$ cat src/rtl/shift_reg_ctrl_pkg.sv
// Shared encodings for the shift-register command sequencer and the 3-bit
// universal shift register it drives.
package shift_reg_ctrl_pkg;

    // Mode select {s1,s0} understood by the shift register
    localparam logic [1:0] MODE_HOLD = 2'b00;
    localparam logic [1:0] MODE_SHR  = 2'b01;
    localparam logic [1:0] MODE_SHL  = 2'b10;
    localparam logic [1:0] MODE_LOAD = 2'b11;

    // Command op codes share the mode encoding on purpose
    localparam logic [1:0] OP_NOP  = 2'b00;
    localparam logic [1:0] OP_SHR  = 2'b01;
    localparam logic [1:0] OP_SHL  = 2'b10;
    localparam logic [1:0] OP_LOAD = 2'b11;

    typedef enum logic [1:0] {
        ST_IDLE  = 2'd0,
        ST_LOAD  = 2'd1,
        ST_SHIFT = 2'd2,
        ST_DONE  = 2'd3
    } state_e;

    function automatic logic [1:0] op_to_mode(input logic [1:0] op);
        logic [1:0] mode;
        case (op)
            OP_SHR:  mode = MODE_SHR;
            OP_SHL:  mode = MODE_SHL;
            OP_LOAD: mode = MODE_LOAD;
            default: mode = MODE_HOLD;
        endcase
        return mode;
    endfunction

endpackage

$ cat src/rtl/shift_reg_ctrl.sv
// Command sequencer for the 3-bit universal shift register: one command per
// valid/ready handshake, registered mode/data/fill outputs, one-cycle done pulse.
module shift_reg_ctrl
    import shift_reg_ctrl_pkg::*;
#(
    parameter int WIDTH = 3,
    parameter int CNT_W = 3
) (
    input  logic             CLK,
    input  logic             Clear_b,
    input  logic             cmd_valid,
    output logic             cmd_ready,
    input  logic [1:0]       cmd_op,
    input  logic [CNT_W-1:0] cmd_cnt,
    input  logic [WIDTH-1:0] cmd_data,
    input  logic             cmd_fill,
    output logic             s1,
    output logic             s0,
    output logic [WIDTH-1:0] I_par,
    output logic             MSB_in,
    output logic             LSB_in,
    output logic             busy,
    output logic             done,
    output state_e           dbg_state
);

    // Handshake: a command is taken on a rising edge where cmd_valid && cmd_ready;
    // cmd_ready is high only in IDLE and outside reset, and cmd_* is ignored otherwise.
    logic             cmd_accept;
    state_e           state_q, state_d;
    logic [CNT_W-1:0] rem_q, rem_d;
    logic [1:0]       dir_q, dir_d;
    logic [1:0]       mode_q, mode_d;
    logic [WIDTH-1:0] ipar_q, ipar_d;
    logic             msb_q, msb_d;
    logic             lsb_q, lsb_d;
    logic             busy_q, busy_d;
    logic             done_q, done_d;

    assign cmd_ready  = (state_q == ST_IDLE) && Clear_b;
    assign cmd_accept = cmd_valid && cmd_ready;

    always_comb begin
        state_d = state_q;
        rem_d   = rem_q;
        dir_d   = dir_q;
        ipar_d  = ipar_q;
        msb_d   = msb_q;
        lsb_d   = lsb_q;

        case (state_q)
            ST_IDLE: begin
                if (cmd_accept) begin
                    ipar_d = cmd_data;
                    msb_d  = (cmd_op == OP_SHR) ? cmd_fill : 1'b0;
                    lsb_d  = (cmd_op == OP_SHL) ? cmd_fill : 1'b0;
                    rem_d  = cmd_cnt;
                    dir_d  = op_to_mode(cmd_op);
                    if (cmd_op == OP_LOAD)
                        state_d = ST_LOAD;
                    else if ((cmd_op == OP_SHR || cmd_op == OP_SHL) && cmd_cnt != '0)
                        state_d = ST_SHIFT;
                    else
                        state_d = ST_DONE;
                end
            end
            ST_LOAD:  state_d = ST_DONE;
            ST_SHIFT: begin
                rem_d = rem_q - CNT_W'(1);
                if (rem_q == CNT_W'(1))
                    state_d = ST_DONE;
            end
            ST_DONE:  state_d = ST_IDLE;
            default:  state_d = ST_IDLE;
        endcase

        // Outputs are registered, so they are decoded from the state being entered
        case (state_d)
            ST_LOAD:  mode_d = MODE_LOAD;
            ST_SHIFT: mode_d = dir_d;
            default:  mode_d = MODE_HOLD;
        endcase
        busy_d = (state_d != ST_IDLE);
        done_d = (state_d == ST_DONE);
    end

    always_ff @(posedge CLK) begin
        if (!Clear_b) begin
            state_q <= ST_IDLE;
            rem_q   <= '0;
            dir_q   <= MODE_HOLD;
            mode_q  <= MODE_HOLD;
            ipar_q  <= '0;
            msb_q   <= 1'b0;
            lsb_q   <= 1'b0;
            busy_q  <= 1'b0;
            done_q  <= 1'b0;
        end else begin
            state_q <= state_d;
            rem_q   <= rem_d;
            dir_q   <= dir_d;
            mode_q  <= mode_d;
            ipar_q  <= ipar_d;
            msb_q   <= msb_d;
            lsb_q   <= lsb_d;
            busy_q  <= busy_d;
            done_q  <= done_d;
        end
    end

    assign s1        = mode_q[1];
    assign s0        = mode_q[0];
    assign I_par     = ipar_q;
    assign MSB_in    = msb_q;
    assign LSB_in    = lsb_q;
    assign busy      = busy_q;
    assign done      = done_q;
    assign dbg_state = state_q;

endmodule

$ cat config.mk
export PLATFORM = sky130hd
export DESIGN_NAME = shift_reg_ctrl
export DESIGN_NICKNAME = d
export VERILOG_FILES = /design/src/rtl/shift_reg_ctrl_pkg.sv /design/src/rtl/shift_reg_ctrl.sv
export SDC_FILE = /design/constraint.sdc
export NUM_CORES = 1
export LEC_CHECK = 0
export ABC_AREA = 1
export BUFFER_PORTS_ARGS = -buffer_cell sky130_fd_sc_hd__buf_2
export CAP_MARGIN = 20
export CORE_UTILIZATION = 27
export CTS_BUF_LIST = sky130_fd_sc_hd__clkbuf_8
export DETAILED_ROUTE_END_ITERATION = 12
export GPL_ROUTABILITY_DRIVEN = 0
export GPL_TIMING_DRIVEN = 0
export PLACE_DENSITY_LB_ADDON = 0.15
export SLEW_MARGIN = 30
export SYNTH_ARGS = -nofsm -noshare
export SYNTH_HDL_FRONTEND = slang
export SYNTH_SLANG_ARGS = --single-unit
$ cat constraint.sdc
create_clock -name CLK -period 2.02 [get_ports CLK]
set_input_delay 0.404 -clock CLK [delete_from_list [all_inputs] [get_ports CLK]]
set_output_delay 0.404 -clock CLK [all_outputs]
set_load 0.01 [all_outputs]
==> metrics.md, run 1 <==
| Metric | Value |
|---|---|
| Final Hold Vio Count | 0 |
| Worst slew margin | 81.7% |
| Num CTS Buffers | 3 |
| Main synth FF type | dfxtp_1 |
| Tcrit/Tclk final | 92.8% |
| Worst VDD drop | 212 uV |
| Synth cell types | 19 |
| Max stage delay on crit path | 0.33 ns |
| Worst r2r src | dbg_state[0] |
| Clk_skew | 0.00284 ns |
| Maxcap violations | 0 |
| Post-place setup slack | -0.104 ns |
| Critical Path RT | 2.20 ns |
| Tightest Pin Transition | 0.274 ns |
| Placed Area | 1150 um^2 |
| Multi-input gate area | 561 um^2 |
| Worst hold endpoint | I_par[2] |
| Diodes inserted | 0 |
| Register area share after synthesis | 32.7% |
| Synth top area share | 32.7% |
| Seq cells post-synth | 16 |
| Total gr overflow | 0 |
| Latest clock arrival within the worst-skew pair | 0.25 ns |
| Worst hold start | cmd_data[2] |
| Max Slew Vio Count | 0 |
| First-pass GRT wire length | 3170 um |
| Largest cells by area after synthesis | dfxtp_1 33%, ha_1 18%, nand2_1 11% |
| Vias in the first global route | 759 |
| F_max | 534 MHz |
| Row count | 21 |
| Dpl hpwl | 1440 um |
| CTS tree | yes |
| R2R depth | 11 |
| Final core occ | 35.6% |
| Design Area, Final | 1220 um^2 |
| FILL cells | 372 |
| H-tree levels | 1 |
| Yosys top cell by area | dfxtp_1 |
| Status | completed |
| Commonest cells in the netlist | 30 x nand2_1, 24 x inv_1, 16 x dfxtp_1 |
| Reg2reg setup slack | 0.15 ns |
| Drt total wl | 1810 um |
| Hold path depth | 3 |
| Period minus WS final | 1.87 ns |
| Reg area | 320 um^2 |
| Ports | 24 |
| Syn_nets | 154 |
| YS warnings | 0 |
| Post-Syn Instances | 128 |
| 1st-iter DRT viols | 17 |
| Fraction of registers with async set/reset | 0% |
| Number of remaining DRC errors | 0 |
| Inst Count DP | 196 |
| Reg2reg end | mode_q[0] |
| WS Path Type | reg -> reg |
| Static Leakage | 0.659 nW |
| Vias/cell | 4.00 |
| Slowest CP cell | dfxtp_1 |
| CTS Root Cell | clkbuf_8 |
| Chip height | 62.3 um |
| Core area | 3420 um^2 |
| Max FO, Critical Path | 10 |
| Cell Area, Synth | 981 um^2 |
| Hold Worst Slack | 0.354 ns |
| Final setup viols | 0 |
| Routed vias | 805 |
| CP arrival | 2.06 ns |
| Final antenna-violating net count | 0 |
| Unrepaired setup endpoints after global routing | no |
| Top-count cell post-synth | nand2_1 |
| Critical Path Sink Type | flip-flop |
| Port Buffers | 22 |
| Worst setup margin | 0.146 ns |
| Die width | 62.3 um |
| Largest net degree at the start of global routing | 11 |
| Pwr dens | 1140 nW/um^2 |
| WL/cell | 8.98 um |
| Final nets | 183 |
| GRT Resource Usage Total | 10.3% |
| Layout cell share with drive strength beyond 1 | 26.5% |
| Worst path cell trace | inv_2, ha_4, nand3_4, buf_6, a21oi_4, nand2_2, nand2_2, inv_1, ha_1, or2_1, a21oi_1 |
| Clock slew at reported path FFs | 0.06 ns |
| Die area | 3880 um^2 |
| Syn Area/Cell | 7.66 um^2 |
| Initial antenna violation count | 0 |
| Worst hold-check path type | in -> reg |
| Sink Count | 16 |
| Initial Utilization | 28.7% |
| Hold buffers post-CTS | 0 |
| Layout Cells excl Fill | 201 |
| Critical Path Start Type | flip-flop |
| DR pass1 iterations | 2 |
| Most used cell, CP | nand2_2 |
| EDFF count, synth | 0 |
| Deepest clock path buffer count | 2 |
| Layout Area Growth over Synthesis | 24.1% |
==> repair_timing <==
item,4_1_cts,5_1_grt
resized for setup,2,2
buffers inserted,0,2
endpoints found under the setup margin,2,2
==> sequential cells by signal, summed over array words and instances, names as in the netlist <==
| signal | count |
|---|---|
| busy | 1 |
| mode_q | 2 |
| rem_q | 3 |
| I_par | 3 |
| done | 1 |
| dbg_state | 2 |
| MSB_in | 1 |
| LSB_in | 1 |
| dir_q | 2 |
==> cell families (layout without fill, tap and decap cells) <==
kind of cell / count (synthesis) / after routing / synth area share [%]
XOR/XNOR: 1 / 1 / 0.893
adder cells (fa/ha/maj): 14 / 14 / 17.9
buffers and inverters: 26 / 53 / 11.5
AND/OR/NAND/NOR: 58 / 58 / 28.6
AO/OA/AOI/OAI: 13 / 13 / 8.55
flip-flops: 16 / 16 / 32.7
==> cells in the final DEF (no fill, tap or decap), drive strengths merged <==
cell type | Yosys | routed
dfxtp | 16 | 16
xor2 | 1 | 1
inv | 24 | 24
ha | 14 | 14
nand2 | 33 | 33
a21oi | 7 | 7
clkbuf | 0 | 3
or2 | 3 | 3
buf | 2 | 26
nor2 | 11 | 11
nand3 | 11 | 11
o21ai | 6 | 6
==> critical path: cells and delay by family, from the launching register on <==
family                     cells  cell delay [ns]
DFF                            1             0.33
adders and majority gates      2             0.45
AOI/OAI and AO/OA              2             0.22
buffers and inverters          3             0.31
and+or+nand+nor                4             0.47
==> routing by layer <==
metal / part of all wire, % / vias up / track usage, %
met1: 50 / 345 / 12.1
met3: 3.4 / 4 / 2.39
met4: 1.8 / 0 / 5.23
met2: 45 / 14 / 17.4
met5: 0 / - / 0
li1: - / 442 / -
==> how the worst max path moves through the flow <==
stage / to / cells after the start / startpoint / slack [ns]
final: mode_q[0] / 11 / dbg_state[0] / 0.15
after global routing: mode_q[0] / 11 / dbg_state[0] / 0.01
after CTS: mode_q[0] / 11 / dbg_state[0] / 0.02
after detailed placement: mode_q[0] / 11 / dbg_state[0] / -0.10
after global placement: mode_q[1] / 11 / dbg_state[0] / -0.07
after floorplan: mode_q[0] / 11 / dbg_state[0] / 0.04
==> cell type report <==
cell class,instances,share of cell area [%]
buffer,2,1.85
clock buffer,3,3.39
inverter,24,7.40
multi-input combinational,86,46.0
sequential,16,26.3
tap,46,4.73
timing repair buffer,24,10.3
==> report_power, final <==
group | switching [W] | internal (W) | total [W]
combinational | 0.000417 | 0.000300 | 0.000717
sequential | 0.0000391 | 0.000393 | 0.000432
clock | 0.000104 | 0.000132 | 0.000236
==> metrics by stage <==
step                      TNS [ns]  power, W
after floorplan                  0  0.000954
after global placement      -0.142   0.00111
after detailed placement    -0.192   0.00112
after CTS                        0   0.00137
after global routing             0   0.00154
final                            0   0.00138
Power figures use the tool's default switching activity.
==> inputs of run 2 (changes only) <==
- CAP_MARGIN: 20 -> 5
- clock period: 2.02 -> 1.95 ns (I/O delays scaled with it)
==> metrics.md, run 2 (synthesis results as in run 1) <==
| Metric | Value |
|---|---|
| Most frequent cells in the layout | 30 x nand2_1, 22 x inv_1, 22 x buf_2 (unchanged) |
| Layout cell share with drive strength beyond 1 | 31.7% (was 26.5%) |
| Total gr overflow | 0 (unchanged) |
| Max Slew Vio Count | 0 (unchanged) |
| Chip height | 62.3 um (unchanged) |
| Inst Count DP | 196 (unchanged) |
| Tightest Pin Transition | 0.275 ns (was 0.274 ns) |
| Vias in the first global route | 733 (was 759) |
| Critical Path Sink Type | flip-flop (unchanged) |
| Tcrit/Tclk final | 93.8% (was 92.8%) |
| GRT Resource Usage Total | 10.2% (was 10.3%) |
| Most common cell after layout, fill and taps aside | nand2_1 (unchanged) |
| Drt total wl | 1900 um (was 1810 um) |
| Dpl hpwl | 1440 um (about the same) |
| Final setup viols | 0 (unchanged) |
| Static Leakage | 0.693 nW (was 0.659 nW) |
| CTS tree | yes (unchanged) |
| Critical Path Start Type | flip-flop (unchanged) |
| Num CTS Buffers | 3 (unchanged) |
| Critical Path RT | 2.13 ns (was 2.20 ns) |
| WS Path Type | reg -> reg (unchanged) |
| Clock slew at reported path FFs | 0.07 ns (was 0.06 ns) |
| Number of remaining DRC errors | 0 (unchanged) |
| Maxcap violations | 0 (unchanged) |
| Max FO, Critical Path | 5 (was 10) |
| Final antenna-violating net count | 0 (unchanged) |
| CP arrival | 2.01 ns (was 2.06 ns) |
| Core area | 3420 um^2 (unchanged) |
| Largest net degree at the start of global routing | 11 (unchanged) |
| Clk_skew | 0.00315 ns (was 0.00284 ns) |
| H-tree levels | 1 (unchanged) |
| Row count | 21 (unchanged) |
| First-pass GRT wire length | 3150 um (was 3170 um) |
| Initial Utilization | 28.7% (unchanged) |
| Hold buffers post-CTS | 0 (unchanged) |
| Status | completed (unchanged) |
| CTS Root Cell | clkbuf_8 (unchanged) |
| Die width | 62.3 um (unchanged) |
| Die area | 3880 um^2 (unchanged) |
| DR pass1 iterations | 4 (was 2) |
| Port Buffers | 22 (unchanged) |
| Final Hold Vio Count | 0 (unchanged) |
| 1st-iter DRT viols | 39 (was 17) |
| Worst hold-check path type | in -> reg (unchanged) |
| Layout Cells excl Fill | 207 (was 201) |
| Period minus WS final | 1.83 ns (was 1.87 ns) |
| Setup TNS Final | 0 ns (unchanged) |
| Diodes inserted | 0 (unchanged) |
| Worst VDD drop | 414 uV (was 212 uV) |
| Pwr dens | 1220 nW/um^2 (was 1140 nW/um^2) |
| Vias/cell | 4.12 (was 4.00) |
| Worst slew margin | 81.5% (was 81.7%) |
| Latest clock arrival within the worst-skew pair | 0.25 ns (about the same) |
| WL/cell | 9.16 um (was 8.98 um) |
| Routed vias | 853 (was 805) |
| Deepest clock path buffer count | 2 (unchanged) |
| Initial antenna violation count | 0 (unchanged) |
| Ports | 24 (unchanged) |
| Final nets | 188 (was 183) |
| Sink Count | 16 (unchanged) |
| Layout Area Growth over Synthesis | 31.5% (was 24.1%) |
| F_max | 547 MHz (was 534 MHz) |
[run 2: area by class of cell]
| type | instances | area, um^2 |
|---|---|---|
| sequential | 16 | 325 |
| clock buffer | 4 | 55.1 |
| timing repair buffer | 29 | 163 |
| multi-input combinational | 86 | 568 |
| buffer | 2 | 26.3 |
| inverter | 24 | 95.1 |
| fill | 373 | 2130 |
| tap | 46 | 57.6 |
[run 2: report_power, final]
part           switching [W]  internal, W  leakage [nW]
Combinational       0.000461     0.000358         0.533
Sequential         0.0000473     0.000414         0.132
Clock               0.000114     0.000179        0.0288
Total               0.000623     0.000950         0.693
[run 2: path summary, 6_finish.rpt]
check,slack [ns],end,start,depth (start not counted)
worst max-delay path,0.12,mode_q[0],dbg_state[1],11
worst max register to register,0.12,mode_q[0],dbg_state[1],11
worst min register to register,0.46,I_par[2],I_par[2],2
worst min-delay path,0.33,I_par[1],cmd_data[1],3
[run 2: worst max-delay path, cell delays in order, from the launching register on]
cell	delay (ns)
dfxtp_4	0.36
inv_4	0.07
ha_4	0.17
nand3_4	0.08
buf_8	0.13
a21oi_4	0.11
nand2_2	0.07
nand2_2	0.08
inv_1	0.06
ha_1	0.28
or2_1	0.24
a21oi_2	0.11
[run 2: per-stage QoR]
step	hold WS [ns]	setup slack, ns	cell area, um^2	total power [W]	util (%)
global route	0.329	-0.0000506	1290	0.00172	37.8
floorplan	0.451	0.00273	983	0.000993	-
CTS	0.328	0.00113	1220	0.00150	35.6
finish	0.332	0.121	1290	0.00157	37.8
global placement	0.449	-0.0953	1150	0.00116	33.7
detailed placement	0.455	-0.133	1150	0.00116	33.7
[run 2: routing by layer]
metal  GRT usage (%)  routed length (um)
met1            13.4                 950
met3            2.76                  76
met5               0                   0
met4            5.81                  28
met2            14.8                 842
[run 2: repair_timing]
item	CTS	global route
setup buffers	0	7
pin swaps	0	3
endpoints found under the setup margin	2	2
gates resized for setup	2	9
hold endpoints to repair	0	0
==> inputs of run 3 (changes only) <==
--- a/config.mk
+++ b/config.mk
@@ -8,3 +8,2 @@
 export ABC_AREA = 1
-export BUFFER_PORTS_ARGS = -buffer_cell sky130_fd_sc_hd__buf_2
 export CAP_MARGIN = 5
@@ -13,2 +12,3 @@
 export DETAILED_ROUTE_END_ITERATION = 12
+export DONT_BUFFER_PORTS = 1
 export GPL_ROUTABILITY_DRIVEN = 0
--- a/constraint.sdc
+++ b/constraint.sdc
@@ -3,2 +3,2 @@
 set_output_delay 0.39 -clock CLK [all_outputs]
-set_load 0.01 [all_outputs]
+set_load 0.1 [all_outputs]
==> metrics.md, run 3 (synthesis results as in run 1) <==
| Metric | Value |
|---|---|
| Status | finished with violations (was completed) |
| Violated checks | negative setup slack |
| Max FO, Critical Path | 4 (was 5) |
| Sequential cell fraction of total power | 41.4% (was 29.3%) |
| Largest net degree at the start of global routing | 11 (unchanged) |
| Vias in the first global route | 848 (was 733) |
| Worst setup margin | -0.0535 ns (was 0.121 ns) |
| Total gr overflow | 0 (unchanged) |
| Hold buffers post-CTS | 0 (unchanged) |
| WS Path Type | reg -> out (was reg -> reg) |
| Final Hold Vio Count | 0 (unchanged) |
| FILL cells | 365 (was 373) |
| Maxcap violations | 0 (unchanged) |
| Worst VDD drop | 706 uV (was 414 uV) |
| Layout Cells excl Fill | 189 (was 207) |
| Final nets | 170 (was 188) |
| Static Leakage | 0.611 nW (was 0.693 nW) |
| Clock slew at reported path FFs | 0.08 ns (was 0.07 ns) |
| Vias/cell | 4.27 (was 4.12) |
| Diodes inserted | 0 (unchanged) |
| Latest clock arrival within the worst-skew pair | 0.26 ns (was 0.25 ns) |
| Unrepaired setup endpoints after global routing | yes |
| Row count | 21 (unchanged) |
| Die width | 62.3 um (unchanged) |
| Layout Area Growth over Synthesis | 25.6% (was 31.5%) |
| Num CTS Buffers | 3 (unchanged) |
| Final antenna-violating net count | 0 (unchanged) |
| Layout cell share with drive strength beyond 1 | 27.3% (was 31.7%) |
| First-pass GRT wire length | 3660 um (was 3150 um) |
| CTS tree | yes (unchanged) |
| 1st-iter DRT viols | 15 (was 39) |
| Critical Path Start Type | flip-flop (unchanged) |
| DR pass1 iterations | 4 (unchanged) |
| Busiest grt layer | met2 (unchanged) |
| F_max | 499 MHz (was 547 MHz) |
| Critical Path Sink Type | output port (was flip-flop) |
| Internal Pwr Total | 0.00100 W (was 0.000950 W) |
| Clock share of power | 14.8% (was 18.6%) |
| Most frequent cells in the layout | 28 x nand2_1, 20 x inv_1, 14 x dfxtp_1 (was 30 x nand2_1, 22 x inv_1, 22 x buf_2) |
| Routed vias | 807 (was 853) |
| Die area | 3880 um^2 (unchanged) |
| Chip height | 62.3 um (unchanged) |
| Final core occ | 36.1% (was 37.8%) |
| Most common cell after layout, fill and taps aside | nand2_1 (unchanged) |
| Dpl hpwl | 1500 um (was 1440 um) |
| WL/cell | 11.1 um (was 9.16 um) |
| Hold path depth | 2 (was 3) |
| Max Slew Vio Count | 0 (unchanged) |
| R2R depth | 11 (unchanged) |
| Deepest clock path buffer count | 2 (unchanged) |
| Clk_skew | 0.00940 ns (was 0.00315 ns) |
| Met2 Resource Use GR | 20.1% (was 14.8%) |
| Port Buffers | 0 (was 22) |
| Final setup viols | 3 (was 0) |
| Period minus WS final | 2.00 ns (was 1.83 ns) |
| Comb pwr share | 43.9% (was 52.0%) |
| Inst Count DP | 174 (was 196) |
| Worst hold-check path type | in -> reg (unchanged) |
| Worst slew margin | 35.1% (was 81.5%) |
| Reg area | 328 um^2 (was 325 um^2) |
| Sw frac | 51.9% (was 39.6%) |
| Critical Path RT | 1.56 ns (was 2.13 ns) |
| GRT Resource Usage Total | 11.9% (was 10.2%) |
| Drt total wl | 2100 um (was 1900 um) |
| CP arrival | 1.61 ns (was 2.01 ns) |
| Initial antenna violation count | 0 (unchanged) |
| Sink Count | 16 (unchanged) |
| Initial Utilization | 28.7% (unchanged) |
| Core area | 3420 um^2 (unchanged) |
| Tcrit/Tclk final | 103% (was 93.8%) |
| Tightest Pin Transition | 0.972 ns (was 0.275 ns) |
| GR Layer Usage met3 | 2.94% (was 2.76%) |
| Number of remaining DRC errors | 0 (unchanged) |
| CTS Root Cell | clkbuf_8 (unchanged) |
| H-tree levels | 1 (unchanged) |
| Tot Pwr | 0.00209 W (was 0.00157 W) |
| Ports | 24 (unchanged) |
| Met1 Usage GRT | 14.1% (was 13.4%) |
| Pwr dens | 1690 nW/um^2 (was 1220 nW/um^2) |
| Multi-input gate area | 582 um^2 (was 568 um^2) |
| Switching pwr | 0.00108 W (was 0.000623 W) |
## run 3: cell count changes in the layout (fill, tap and decap cells not counted), sizes merged
cell      change
buf          -18
clkinvlp      +1
inv           -1
## run 3: power by group through the flow
stage	Sequential [W]	Combinational [W]	Clock (W)
CTS	0.000865	0.000839	0.000316
detailed placement	0.000867	0.000704	0
global route	0.000876	0.00104	0.000330
floorplan	0.000852	0.000593	0
finish	0.000863	0.000915	0.000308
global placement	0.000867	0.000689	0
## run 3: cell type report
type / instances / share of cell area, %
repair buffers: 11 / 6.70
well taps: 46 / 4.67
multi-input cells: 86 / 47.2
inverters: 24 / 8.22
plain buffers: 2 / 2.13
clock buffers: 4 / 4.47
flip-flops and latches: 16 / 26.6
## run 3: worst max-delay path, cell delays in order (launching register included)
cell        delay [ns]
dfxtp_4           0.56
inv_4             0.08
ha_4              0.19
nand2_4           0.10
clkinvlp_4        0.42
## run 3: timing repair
action | in CTS | in global routing
endpoints found under the setup margin | 3 | 3
setup buffers | 8 | 3
pin swaps | 4 | 4
resized for setup | 5 | 6
## run 3: per-layer routing
| metal | part of all wire (%) | routed length (um) | vias to the layer above |
|---|---|---|---|
| met4 | 0.67 | 14 | 0 |
| met3 | 4.7 | 98 | 4 |
| met1 | 48 | 1020 | 361 |
| met2 | 46 | 973 | 20 |
| met5 | 0 | 0 | - |
| li1 | - | - | 422 |
## run 3: final timing paths
check	slack [ns]	from	end
max	-0.05	dbg_state[1]	cmd_ready
min	0.24	cmd_data[1]	I_par[1]
max reg2reg	-0.04	dbg_state[1]	mode_q[1]
min reg2reg	0.48	dir_q[0]	dir_q[0]
## run 3: metrics by stage
step | cell area [um^2] | hold WS (ns) | setup WS, ns | TNS, ns
finish | 1230 | 0.239 | -0.0535 | -0.101
global route | 1230 | 0.243 | -0.133 | -0.354
CTS | 1190 | 0.239 | -0.0724 | -0.0906
detailed placement | 1060 | 0.465 | -0.105 | -0.202
global placement | 1060 | 0.459 | -0.0693 | -0.131
floorplan | 1000 | 0.451 | 0.0392 | 0
